### config.mk
export PLATFORM = sky130hd
export DESIGN_NAME = slc3_mem_arbiter
export DESIGN_NICKNAME = d
export VERILOG_FILES = /design/src/rtl/slc3_mem_arbiter.sv
export SDC_FILE = /design/constraint.sdc
export NUM_CORES = 1
export LEC_CHECK = 0
export ABC_AREA = 1
export BUFFER_PORTS_ARGS = -buffer_cell sky130_fd_sc_hd__buf_2
export CAP_MARGIN = 5
export CELL_PAD_IN_SITES_DETAIL_PLACEMENT = 0
export CELL_PAD_IN_SITES_GLOBAL_PLACEMENT = 1
export CORE_MARGIN = 10
export CORE_UTILIZATION = 24
export DETAILED_ROUTE_END_ITERATION = 10
export PLACE_DENSITY = 0.71
export SYNTH_ARGS = -nofsm -noshare
export SYNTH_HDL_FRONTEND = slang
export SYNTH_SLANG_ARGS = --single-unit
export TNS_END_PERCENT = 20
### constraint.sdc
create_clock -name Clk -period 2.8 [get_ports Clk]
set_input_delay 0.56 -clock Clk [delete_from_list [all_inputs] [get_ports Clk]]
set_output_delay 0.56 -clock Clk [all_outputs]
set_load 0.05 [all_outputs]
### src/rtl/slc3_mem_arbiter.sv
// slc3_mem_arbiter: shares the SLC-3 on-chip memory between the CPU datapath port
// and a debug/program-load port. One requester is granted at a time. The memory
// strobes are driven for WAIT_STATES cycles, and then a one-cycle ready pulse goes
// to the owner.
// Optional feature: define MEM_ARB_RR_EN for round-robin arbitration. Without it,
// the arbiter uses fixed priority with debug over CPU.
module slc3_mem_arbiter #(
    parameter int unsigned WAIT_STATES = 1,
    parameter int unsigned ADDR_W      = 16,
    parameter int unsigned DATA_W      = 16
) (
    input  logic              Clk,
    input  logic              Reset_n,
    input  logic              cpu_req,
    input  logic              cpu_we,
    input  logic [ADDR_W-1:0] cpu_addr,
    input  logic [DATA_W-1:0] cpu_wdata,
    output logic [DATA_W-1:0] cpu_rdata,
    output logic              cpu_ready,
    input  logic              dbg_req,
    input  logic              dbg_we,
    input  logic [ADDR_W-1:0] dbg_addr,
    input  logic [DATA_W-1:0] dbg_wdata,
    output logic [DATA_W-1:0] dbg_rdata,
    output logic              dbg_ready,
    output logic [ADDR_W-1:0] mem_addr,
    output logic [DATA_W-1:0] mem_wdata,
    output logic              mem_oe,
    output logic              mem_we,
    input  logic [DATA_W-1:0] mem_rdata,
    output logic [1:0]        grant,
    output logic              busy
);

    localparam int unsigned CntW = 3;

    typedef enum logic [1:0] {StIdle, StAccess, StDone} state_e;

    state_e              state_q, state_d;
    logic [CntW-1:0]     cnt_q, cnt_d;
    logic                we_q, we_d;
    logic [1:0]          grant_q, grant_d;
    logic [ADDR_W-1:0]   addr_q, addr_d;
    logic [DATA_W-1:0]   wdata_q, wdata_d;
    logic [DATA_W-1:0]   cpu_rdata_q, cpu_rdata_d;
    logic [DATA_W-1:0]   dbg_rdata_q, dbg_rdata_d;
    logic                win_dbg;

`ifdef MEM_ARB_RR_EN
    // last_dbg_q = 1 when debug owned the most recent grant; resets to CPU.
    logic last_dbg_q, last_dbg_d;

    assign win_dbg = dbg_req & (~cpu_req | ~last_dbg_q);

    // Record the winner of each grant so that the other port wins the next tie.
    always_comb begin
        last_dbg_d = last_dbg_q;
        if (state_q == StIdle && (cpu_req || dbg_req)) begin
            last_dbg_d = win_dbg;
        end
    end

    // Last-owner register.
    always_ff @(posedge Clk or negedge Reset_n) begin
        if (!Reset_n) begin
            last_dbg_q <= 1'b0;
        end else begin
            last_dbg_q <= last_dbg_d;
        end
    end
`else
    assign win_dbg = dbg_req;
`endif

    // Next-state logic: arbitrate and latch in IDLE, count wait states, retire in DONE.
    always_comb begin
        state_d     = state_q;
        cnt_d       = cnt_q;
        we_d        = we_q;
        grant_d     = grant_q;
        addr_d      = addr_q;
        wdata_d     = wdata_q;
        cpu_rdata_d = cpu_rdata_q;
        dbg_rdata_d = dbg_rdata_q;
        unique case (state_q)
            StIdle: begin
                if (cpu_req || dbg_req) begin
                    state_d = StAccess;
                    cnt_d   = CntW'(WAIT_STATES - 1);
                    grant_d = win_dbg ? 2'b10 : 2'b01;
                    we_d    = win_dbg ? dbg_we    : cpu_we;
                    addr_d  = win_dbg ? dbg_addr  : cpu_addr;
                    wdata_d = win_dbg ? dbg_wdata : cpu_wdata;
                end
            end
            StAccess: begin
                if (cnt_q == '0) begin
                    state_d = StDone;
                    if (!we_q) begin
                        if (grant_q[1]) begin
                            dbg_rdata_d = mem_rdata;
                        end else begin
                            cpu_rdata_d = mem_rdata;
                        end
                    end
                end else begin
                    cnt_d = cnt_q - CntW'(1);
                end
            end
            StDone: begin
                state_d = StIdle;
                grant_d = 2'b00;
            end
            default: begin
                state_d = StIdle;
                grant_d = 2'b00;
            end
        endcase
    end

    // State and datapath registers; reset clears everything, aborting any access.
    always_ff @(posedge Clk or negedge Reset_n) begin
        if (!Reset_n) begin
            state_q     <= StIdle;
            cnt_q       <= '0;
            we_q        <= 1'b0;
            grant_q     <= 2'b00;
            addr_q      <= '0;
            wdata_q     <= '0;
            cpu_rdata_q <= '0;
            dbg_rdata_q <= '0;
        end else begin
            state_q     <= state_d;
            cnt_q       <= cnt_d;
            we_q        <= we_d;
            grant_q     <= grant_d;
            addr_q      <= addr_d;
            wdata_q     <= wdata_d;
            cpu_rdata_q <= cpu_rdata_d;
            dbg_rdata_q <= dbg_rdata_d;
        end
    end

    assign mem_oe    = (state_q == StAccess) & ~we_q;
    assign mem_we    = (state_q == StAccess) & we_q;
    assign cpu_ready = (state_q == StDone) & grant_q[0];
    assign dbg_ready = (state_q == StDone) & grant_q[1];
    assign busy      = (state_q != StIdle);
    assign grant     = grant_q;
    assign mem_addr  = addr_q;
    assign mem_wdata = wdata_q;
    assign cpu_rdata = cpu_rdata_q;
    assign dbg_rdata = dbg_rdata_q;

endmodule

==> run summary, run 1 <==
The flow ran to the end, and the final reports show no timing, DRC or antenna violations. The number of antenna violations at the first check in global routing was 1. The routability congestion estimate from global placement came out at 0.770. The width of the die came out at 138 um. In this run the tightest slew margin relative to its limit is 38.8%. The area enclosed by the die boundary came out at ~0.019 sq mm. The total number of clock tree sinks is 72. The arrival time at the worst endpoint is 1.39 ns. The mean instance size in the synthesized netlist came out at 7.58 sq um. The number of max-cap violations is 0.

The deepest level of the CTS H-tree is 3. The cell count after synthesis came out at 441. The cell leakage power is around 2.7 nW.

After clock tree synthesis, the clock-pin slew on the worst setup and hold paths is 0.06 ns. The largest net degree at the start of global routing came out at 73. The final setup violation count is 0.

The remaining global-route overflow is 0. Clock tree synthesis selected as its root buffer the cell sky130_fd_sc_hd__clkbuf_16. The largest single stage delay on the critical path is 0.43 ns. The iteration count of the initial detailed-routing pass came out at 4. After detailed routing, the average wire length per cell comes to roughly 13 um. The signal on the critical path passes through inv_2 > nand2_2 > nor2_1 > buf_2. The final sum of negative setup slack came out at 0 ns. The power density relative to cell area came out at 1470 mW/mm^2. The fmax came out at 0.514 GHz. The mapped cell area came out at 0.00334 sq mm. The final standard cell utilization of the core is 33.3%. The critical path startpoint category is a flip-flop. In this run the vertical extent of the chip is between 100 and 150 um. The count of endpoints failing hold in the final timing report is 0. On the critical path, the stage with the largest delay is an instance of sky130_fd_sc_hd__dfrtp_1. Sequential cells were found to cover 53.9% of the synthesized design area. Gates resized during post-CTS repair numbered 0. The clock latency on the worst-skew pair is between 0.3 and 0.4 ns.

TritonCTS built the clock tree. VDD sags by at most just over 500 uV. The buffer levels on the longest clock path came out at 2. The final wirelength is 10.5 mm. Clock tree synthesis inserted a total of 9 buffers. The total track usage is 11.1%. The worst setup path is captured at an output port. The number of nets in the synthesized netlist is 529. The DRC violation total after the first TritonRoute iteration is 146. The post-synthesis sequential element count came out at 72. Pin placement for this block handled about 160 I/O pins.

The via count of the first global-routing pass was around 3,300. The count of buffering cells on the critical path with inverters included came out at 2. The number of filler instances in the final layout came out at 1,542. The number of distinct library cells after synthesis came out at 22.

The post-route antenna net violation count came out at 0. The post-layout minimum cycle time came out at 1.95 ns. The total vias in the final route is 3,228. The synthesis warning total came out at 0.

The number of standard-cell rows in the floorplan is 43. The startpoint-to-endpoint class of the critical path is flip-flop to output port. The area growth from synthesis to layout is 37.3%. Input and output buffers added on the ports amount to ~160. For the final database, setup skew stands at approximately 0.0098 ns. The transition at the pin with the smallest max-transition slack is approximately 0.9 ns.

The post-route fraction of the period consumed by the critical path is 69.5%. At the end of the flow, the number of nets in the layout was 680. In this run, post-CTS hold repair placed 0 buffers.

Setup repair after global routing left no endpoint under its margin. The min-delay analysis places its worst path in the category primary input to asynchronous set/reset pin. The number of max-slew violations in the final report is 0. The area of the core region is 0.0138 sq mm. The maximum fanout along the worst path came out at 6. The first global-routing pass estimated 16.8 mm of wire. The dominant delay contributor by cell family on the critical path is flip-flops. The post-detailed-route via-to-cell ratio came out at 4.15.

The fraction of final layout cells sized beyond drive strength 1 is 31.5%. Once the floorplan was initialized, standard cells occupied between 20% and 30% of the core. The required time of the critical path came out at between 2 and 2.5 ns. The total DRC errors in the routed layout is 0.

Detailed placement finished with a half-perimeter wire length of 7.96 mm. Once the clock tree was built, the setup fixing pass inserted 0 buffers.
[cell usage in the layout (no fill, tap or decap)]
cell type,synthesis,layout
sky130_fd_sc_hd__nand2_4,1,1
sky130_fd_sc_hd__ha_1,2,2
sky130_fd_sc_hd__clkinv_4,0,2
sky130_fd_sc_hd__dfrtp_1,72,72
sky130_fd_sc_hd__inv_4,1,1
sky130_fd_sc_hd__nand3_2,2,2
sky130_fd_sc_hd__inv_2,4,4
sky130_fd_sc_hd__nor2_2,4,4
sky130_fd_sc_hd__nor3_1,1,1
sky130_fd_sc_hd__nand4_1,1,1
sky130_fd_sc_hd__diode_2,0,1
sky130_fd_sc_hd__nand2_2,1,1
sky130_fd_sc_hd__clkbuf_1,2,2
sky130_fd_sc_hd__o21ai_0,1,1
sky130_fd_sc_hd__buf_2,10,155
sky130_fd_sc_hd__nand3_1,35,35
sky130_fd_sc_hd__clkbuf_8,0,1
sky130_fd_sc_hd__and3_1,1,1
sky130_fd_sc_hd__nand2_1,280,280
sky130_fd_sc_hd__nor2_1,6,6
sky130_fd_sc_hd__bufinv_16,0,2
sky130_fd_sc_hd__inv_1,8,8
sky130_fd_sc_hd__buf_4,6,5
sky130_fd_sc_hd__clkbuf_16,0,9
sky130_fd_sc_hd__nor2_4,1,1
[cell families after synthesis]
| kind of cell | count (synthesis) | share of synthesized area, % |
|---|---|---|
| AND/OR/NAND/NOR | 333 | 40.1 |
| flip-flops | 72 | 53.9 |
| buffers and inverters | 33 | 5.06 |
| AO/OA/AOI/OAI | 1 | 0.150 |
| adder cells (fa/ha/maj) | 2 | 0.749 |
[power breakdown]
part / switching (mW) / total (mW) / internal [mW]
combinational: 2.89 / 3.65 / 0.766
clock: 0.422 / 1.23 / 0.808
sequential: 0.304 / 1.86 / 1.55
total: 3.61 / 6.74 / 3.13
[worst paths after layout]
| path | startpoint | end | slack, ns | depth (start not counted) |
|---|---|---|---|---|
| max | state_q[1] | mem_oe | 0.85 | 4 |
| min reg2reg | dbg_rdata[5] | dbg_rdata[5] | 0.46 | 2 |
| max reg2reg | cnt_q[0] | dbg_rdata[9] | 1.14 | 6 |
| min | Reset_n | dbg_rdata[9] | 0.37 | 1 |
| max in group asynchronous | Reset_n | cnt_q[2] | 1.84 | 1 |
| min in group Clk | dbg_rdata[5] | dbg_rdata[5] | 0.46 | 2 |
[layer usage]
metal / part of all wire, % / track usage, % / up-vias
met5: 0 / 0 / -
met4: 1.5 / 4.06 / 0
met3: 13 / 5.69 / 11
met2: 41 / 15.1 / 136
met1: 45 / 14.7 / 1426
li1: - / - / 1655
[per-stage QoR]
stage	setup slack, ns	total power [mW]	area [sq um]	hold WS, ns	std cells
floorplan	0.439	4.66	3340	0.264	441
global placement	1.05	5.55	4260	0.450	761
detailed placement	1.04	5.59	4260	0.453	761
CTS	0.818	6.87	4590	0.402	777
global route	0.738	7.24	4590	0.444	777
finish	0.853	6.74	4590	0.369	778
[worst register-to-register path: stages, from the launching register on]
cell                      delay (ns)
sky130_fd_sc_hd__dfrtp_1        0.38
sky130_fd_sc_hd__inv_1          0.10
sky130_fd_sc_hd__ha_1           0.17
sky130_fd_sc_hd__nand2_1        0.12
sky130_fd_sc_hd__nor2_4         0.55
sky130_fd_sc_hd__nand3_1        0.17
sky130_fd_sc_hd__nand2_1        0.11
[registers in the layout, indices dropped and copies added (netlist names)]
name and cells:
cnt_q 3, cpu_rdata 16, dbg_rdata 16, grant 2, mem_addr 16, mem_wdata 16, state_q 2, we_q 1
[synthesized netlist by cell type]
cell / count / area (sq um)
sky130_fd_sc_hd__inv_2: 4 / 15.0
sky130_fd_sc_hd__nand4_1: 1 / 6.26
sky130_fd_sc_hd__nor2_1: 6 / 22.5
sky130_fd_sc_hd__buf_6: 1 / 11.3
sky130_fd_sc_hd__buf_1: 1 / 3.75
sky130_fd_sc_hd__inv_1: 8 / 30.0
sky130_fd_sc_hd__nand3_2: 2 / 20.0
sky130_fd_sc_hd__o21ai_0: 1 / 5.00
sky130_fd_sc_hd__nand2_1: 280 / 1050
sky130_fd_sc_hd__and3_1: 1 / 6.26
sky130_fd_sc_hd__buf_4: 6 / 45.0
sky130_fd_sc_hd__nand2_4: 1 / 11.3
sky130_fd_sc_hd__nand3_1: 35 / 175
sky130_fd_sc_hd__buf_2: 10 / 50.1
sky130_fd_sc_hd__clkbuf_1: 2 / 7.51
sky130_fd_sc_hd__dfrtp_1: 72 / 1800
sky130_fd_sc_hd__nor3_1: 1 / 5.00
sky130_fd_sc_hd__ha_1: 2 / 25.0
sky130_fd_sc_hd__inv_4: 1 / 6.26
sky130_fd_sc_hd__nor2_4: 1 / 11.3
sky130_fd_sc_hd__nor2_2: 4 / 25.0
sky130_fd_sc_hd__nand2_2: 1 / 6.26
[cell type report]
class / count / area, sq um / area share, %
multi-input combinational: 336 / 1370 / 29.9
inverter: 13 / 51.3 / 1.12
sequential: 72 / 1800 / 39.3
clock inverter: 4 / 77.6 / 1.69
tap: 180 / 225 / 4.91
timing repair buffer: 160 / 813 / 17.7
clock buffer: 12 / 246 / 5.37
antenna: 1 / 2.50 / 0.0545
No activity file was read; power rests on OpenSTA's default activity.
==> run 2, diff against run 1 <==
Settings changed: ABC_AREA 1 to 0, PLACE_DENSITY 0.71 to 0.67.
Clock period 2.8 ns to 1.7 ns, I/O delays scaled along.
==> run summary, run 2 <==
The most common cell after layout, fill and taps aside is sky130_fd_sc_hd__buf_2. The width of the die is 137 um (-0.43%). The signal on the critical path passes through or2_4 > buf_4 > buf_6. The number of port buffers came out at 156 (unchanged). The post-layout minimum cycle time is 1.68 ns. The floorplan die height is 137 um (-0.43%). The total number of nets in the final design is 470 (-31%). The count of buffering cells on the critical path with inverters included is 2 (unchanged). The synthesized net count came to 300 (-43%). The post-route antenna net violation count came out at 0 (unchanged).

The average routed wire per standard cell is 16.1 um (+19%). The dominant delay contributor by cell family on the critical path is flip-flops. The most common cell in the netlist is sky130_fd_sc_hd__dfrtp_1.

The mapped cell area came out at 0.00331 sq mm (-1.0%). The buffer cell driving the clock tree root is sky130_fd_sc_hd__clkbuf_16. The clock slew at the register clock pins of the worst setup and hold paths is 0.05 ns (about the same). The startpoint identified for the worst register-to-register timing path is cnt_q[0]. The power density relative to cell area is 2300 mW/mm^2 (+56%). The placement-stage cell area is 0.00434 sq mm (+1.7%).

The TritonCTS buffer count is 9 (unchanged). The maximum vdd ir drop is 1010 uV (+99%). The number of distinct library cells after synthesis is 30 (+36%). The synthesis warning total is 0 (unchanged). After synthesis, the cell types taking the most area are sky130_fd_sc_hd__dfrtp_1 (54%), sky130_fd_sc_hd__mux2_2 (19%), sky130_fd_sc_hd__mux2_4 (9.1%), sky130_fd_sc_hd__mux2_1 (6.5%), sky130_fd_sc_hd__buf_6 (1.7%). The top-level port count came out at 157 (unchanged). The post-route fraction of the period consumed by the critical path came out at 99.0%.

The area growth from synthesis to final layout came out at 42.7%. The area enclosed by the die boundary is 0.0189 sq mm (-0.86%). The post-detailed-route via-to-cell ratio was 4.04 (-2.7%).

The fraction of registers with async set/reset is 100% (unchanged). The number of standard-cell rows in the floorplan came out at 42 (-2.3%). The largest stage delay on the critical path is 0.45 ns (+0.02 ns). The remaining max-slew budget at the tightest pin is 74.2% (+35 points). The worst setup path is launched from a flip-flop.

Among all flip-flop cells after synthesis, the most frequent one is sky130_fd_sc_hd__dfrtp_1. The total power of the final layout came out at 10.8 mW (+61%). The share of the yosys chip area belonging to registers is 54.5% (+0.55 points).

The number of antenna violations at the first check in global routing came out at 0 (-1). The total area of sequential cells is 0.00180 sq mm (+0.14%). The fraction of final layout cells sized beyond drive strength 1 is 70.8% (+39 points).

The count of antenna diodes in the layout came out at 0 (-1). The top-area cell type share of the netlist area is 54.5% (+0.55 points). The wire length on met3 came out at 1.08 mm (-19%).

The count of endpoints failing hold in the final timing report was 0 (unchanged). The met1 routed wirelength after detailed routing is 3.46 mm (-27%). The DRC violation total after the first TritonRoute iteration is 39 (-73%). The run finished with clean final reports.

The number of filler instances in the final layout is 1,337 (-13%). The cell type with the largest total area after synthesis is sky130_fd_sc_hd__dfrtp_1. The top metal layer carrying routed signals is met4.

The number of max-slew violations in the final report is 0 (unchanged). The clock latency on the worst-skew pair is 0.34 ns (about the same). The register-to-register path setup slack came out at 0.08 ns (-1.06 ns). The number of max-cap violations is 0 (unchanged). The arrival time at the worst endpoint came out at 1.34 ns (-0.05 ns). The nature of the critical path endpoint is an output port. Setup repair after global routing could not meet its margin everywhere. The final setup violation count is 0 (unchanged).

The buffer levels on the longest clock path is 2 (unchanged). The final wirelength is 9.04 mm (-14%). The placed wire-length estimate after detailed placement was 6.98 mm (-12%). The launching instance or port of the critical path is state_q[1]. The required time of the critical path is 1.36 ns (-0.88 ns). The gate count after technology mapping was 212 (-52%). The remaining global-route overflow is 0 (unchanged). TritonCTS built the clock tree.

The final instance area is 0.00472 sq mm (+2.8%). The total area of multi-input combinational cells is 0.00142 sq mm (+3.7%). The initial core utilization was 24.8% (+0.52 points).

The tightest min-delay check is of the primary input to asynchronous set/reset pin type. The total track usage was 9.48% (-1.7 points). The cell with the biggest individual delay on the critical path is sky130_fd_sc_hd__dfrtp_2. The worst path setup slack after routing is 0.0167 ns (-0.836 ns).

The total DRC errors in the routed layout is 0 (unchanged). The total number of clock tree sinks was 72 (unchanged). The final sum of negative setup slack is 0 ns (unchanged). The worst setup path is of the flip-flop to output port kind. The transition at the pin with the smallest max-transition slack is 0.387 ns (-0.531 ns). The largest net degree at the start of global routing came out at 73 (unchanged). The post-synthesis sequential element count is 72 (unchanged).

The maximum fanout along the worst path is 7 (+1). The first-pass GRT wire length came out at 13.8 mm (-18%). The area of the core region is 0.0133 sq mm (-3.1%). The deepest level of the CTS H-tree was 3 (unchanged). The post-route clock skew came to 0.00386 ns (-0.00596 ns). The sum of met2 wire segment lengths after detailed routing was 4.41 mm (+3.4%).

In the layout the commonest cells are sky130_fd_sc_hd__buf_2 (151), sky130_fd_sc_hd__dfrtp_1 (70), sky130_fd_sc_hd__mux2_2 (57), sky130_fd_sc_hd__mux2_4 (20), sky130_fd_sc_hd__mux2_1 (19). The mean instance size in the synthesized netlist is 15.6 sq um (+110%). The number of flops mapped to enable cells by yosys is 0 (unchanged). The worst setup slack before clock tree synthesis came out at -0.0631 ns (-1.10 ns). The fmax came out at about 0.59 GHz. The iteration count of the initial detailed-routing pass is 4 (unchanged). The commonest cells after synthesis are sky130_fd_sc_hd__dfrtp_1 (72), sky130_fd_sc_hd__mux2_2 (57), sky130_fd_sc_hd__mux2_4 (20), sky130_fd_sc_hd__mux2_1 (19), sky130_fd_sc_hd__buf_6 (5).

The via count of the first global-routing pass is 2,584 (-22%). The total vias in the final route came to 2,272 (-30%). The cell leakage power came out at 2.28 nW (-16%). The routability congestion estimate from global placement came out at 0.778 (+1.0%).
## run 2: changes by cell type in the layout (fill, tap and decap cells not counted), sizes merged, moves of 6 or more
| cell | change |
|---|---|
| nand3 | -37 |
| nand2 | -282 |
| buf | +9 |
| inv | -9 |
| mux2 | +96 |
| nor2 | -6 |
## run 2: report_power, final
group	internal, mW	leakage [nW]	switching [mW]
combinational	1.95	1.30	4.16
sequential	2.56	0.854	0.452
clock	1.02	0.130	0.678
## run 2: cell type report
type                    count  area share, %
flip-flops and latches     72           38.2
clock inverters             3          0.371
clock buffers              13           5.30
multi-input cells         125           30.1
inverters                   4          0.318
repair buffers            170           21.0
well taps                 176           4.67
## run 2: cell families after synthesis
group	share of synthesized area [%]
fa+ha+maj	0.757
simple gates	4.28
flops	54.5
compound gates	1.21
buf+inv	3.40
mux	35.9
## run 2: path summary, 6_finish.rpt
path                                  to  cells after the start
max in group asynchronous     state_q[0]                      2
min                          mem_addr[0]                      2
min in group Clk           dbg_rdata[10]                      2
max                                 busy                      3
min reg2reg                  mem_addr[3]                      1
max reg2reg                dbg_rdata[15]                      6
## run 2: layer usage
| metal | global-route usage, % | up-vias |
|---|---|---|
| met2 | 16.2 | 97 |
| li1 | - | 1091 |
| met4 | 2.63 | 0 |
| met3 | 5.39 | 9 |
| met1 | 9.68 | 1075 |
| met5 | 0 | - |
## run 2: through the flow
step	cells	utilization, %	hold WS, ns
2_1_floorplan	212	-	0.0444
3_3_place_gp	542	32.5	0.383
3_5_place_dp	542	32.5	0.391
4_1_cts	561	34.9	0.0269
5_1_grt	563	35.3	0.0487
6_report	563	35.3	0.0207
## run 2: worst register-to-register path, cell delays in order, from the launching register on
cell and delay, ns:
sky130_fd_sc_hd__dfrtp_1 0.39, sky130_fd_sc_hd__inv_2 0.07, sky130_fd_sc_hd__ha_2 0.18, sky130_fd_sc_hd__nor2b_2 0.15, sky130_fd_sc_hd__and3_4 0.23, sky130_fd_sc_hd__buf_12 0.14
sky130_fd_sc_hd__mux2_2 0.33
## run 2: repair_timing
item | 4_1_cts | 5_1_grt
resized for setup | 6 | 13
pin swaps | 0 | 1
gates cloned | 0 | 1
hold buffers | 0 | 0
setup buffers | 3 | 1
endpoints found under the setup margin | 20 | 37
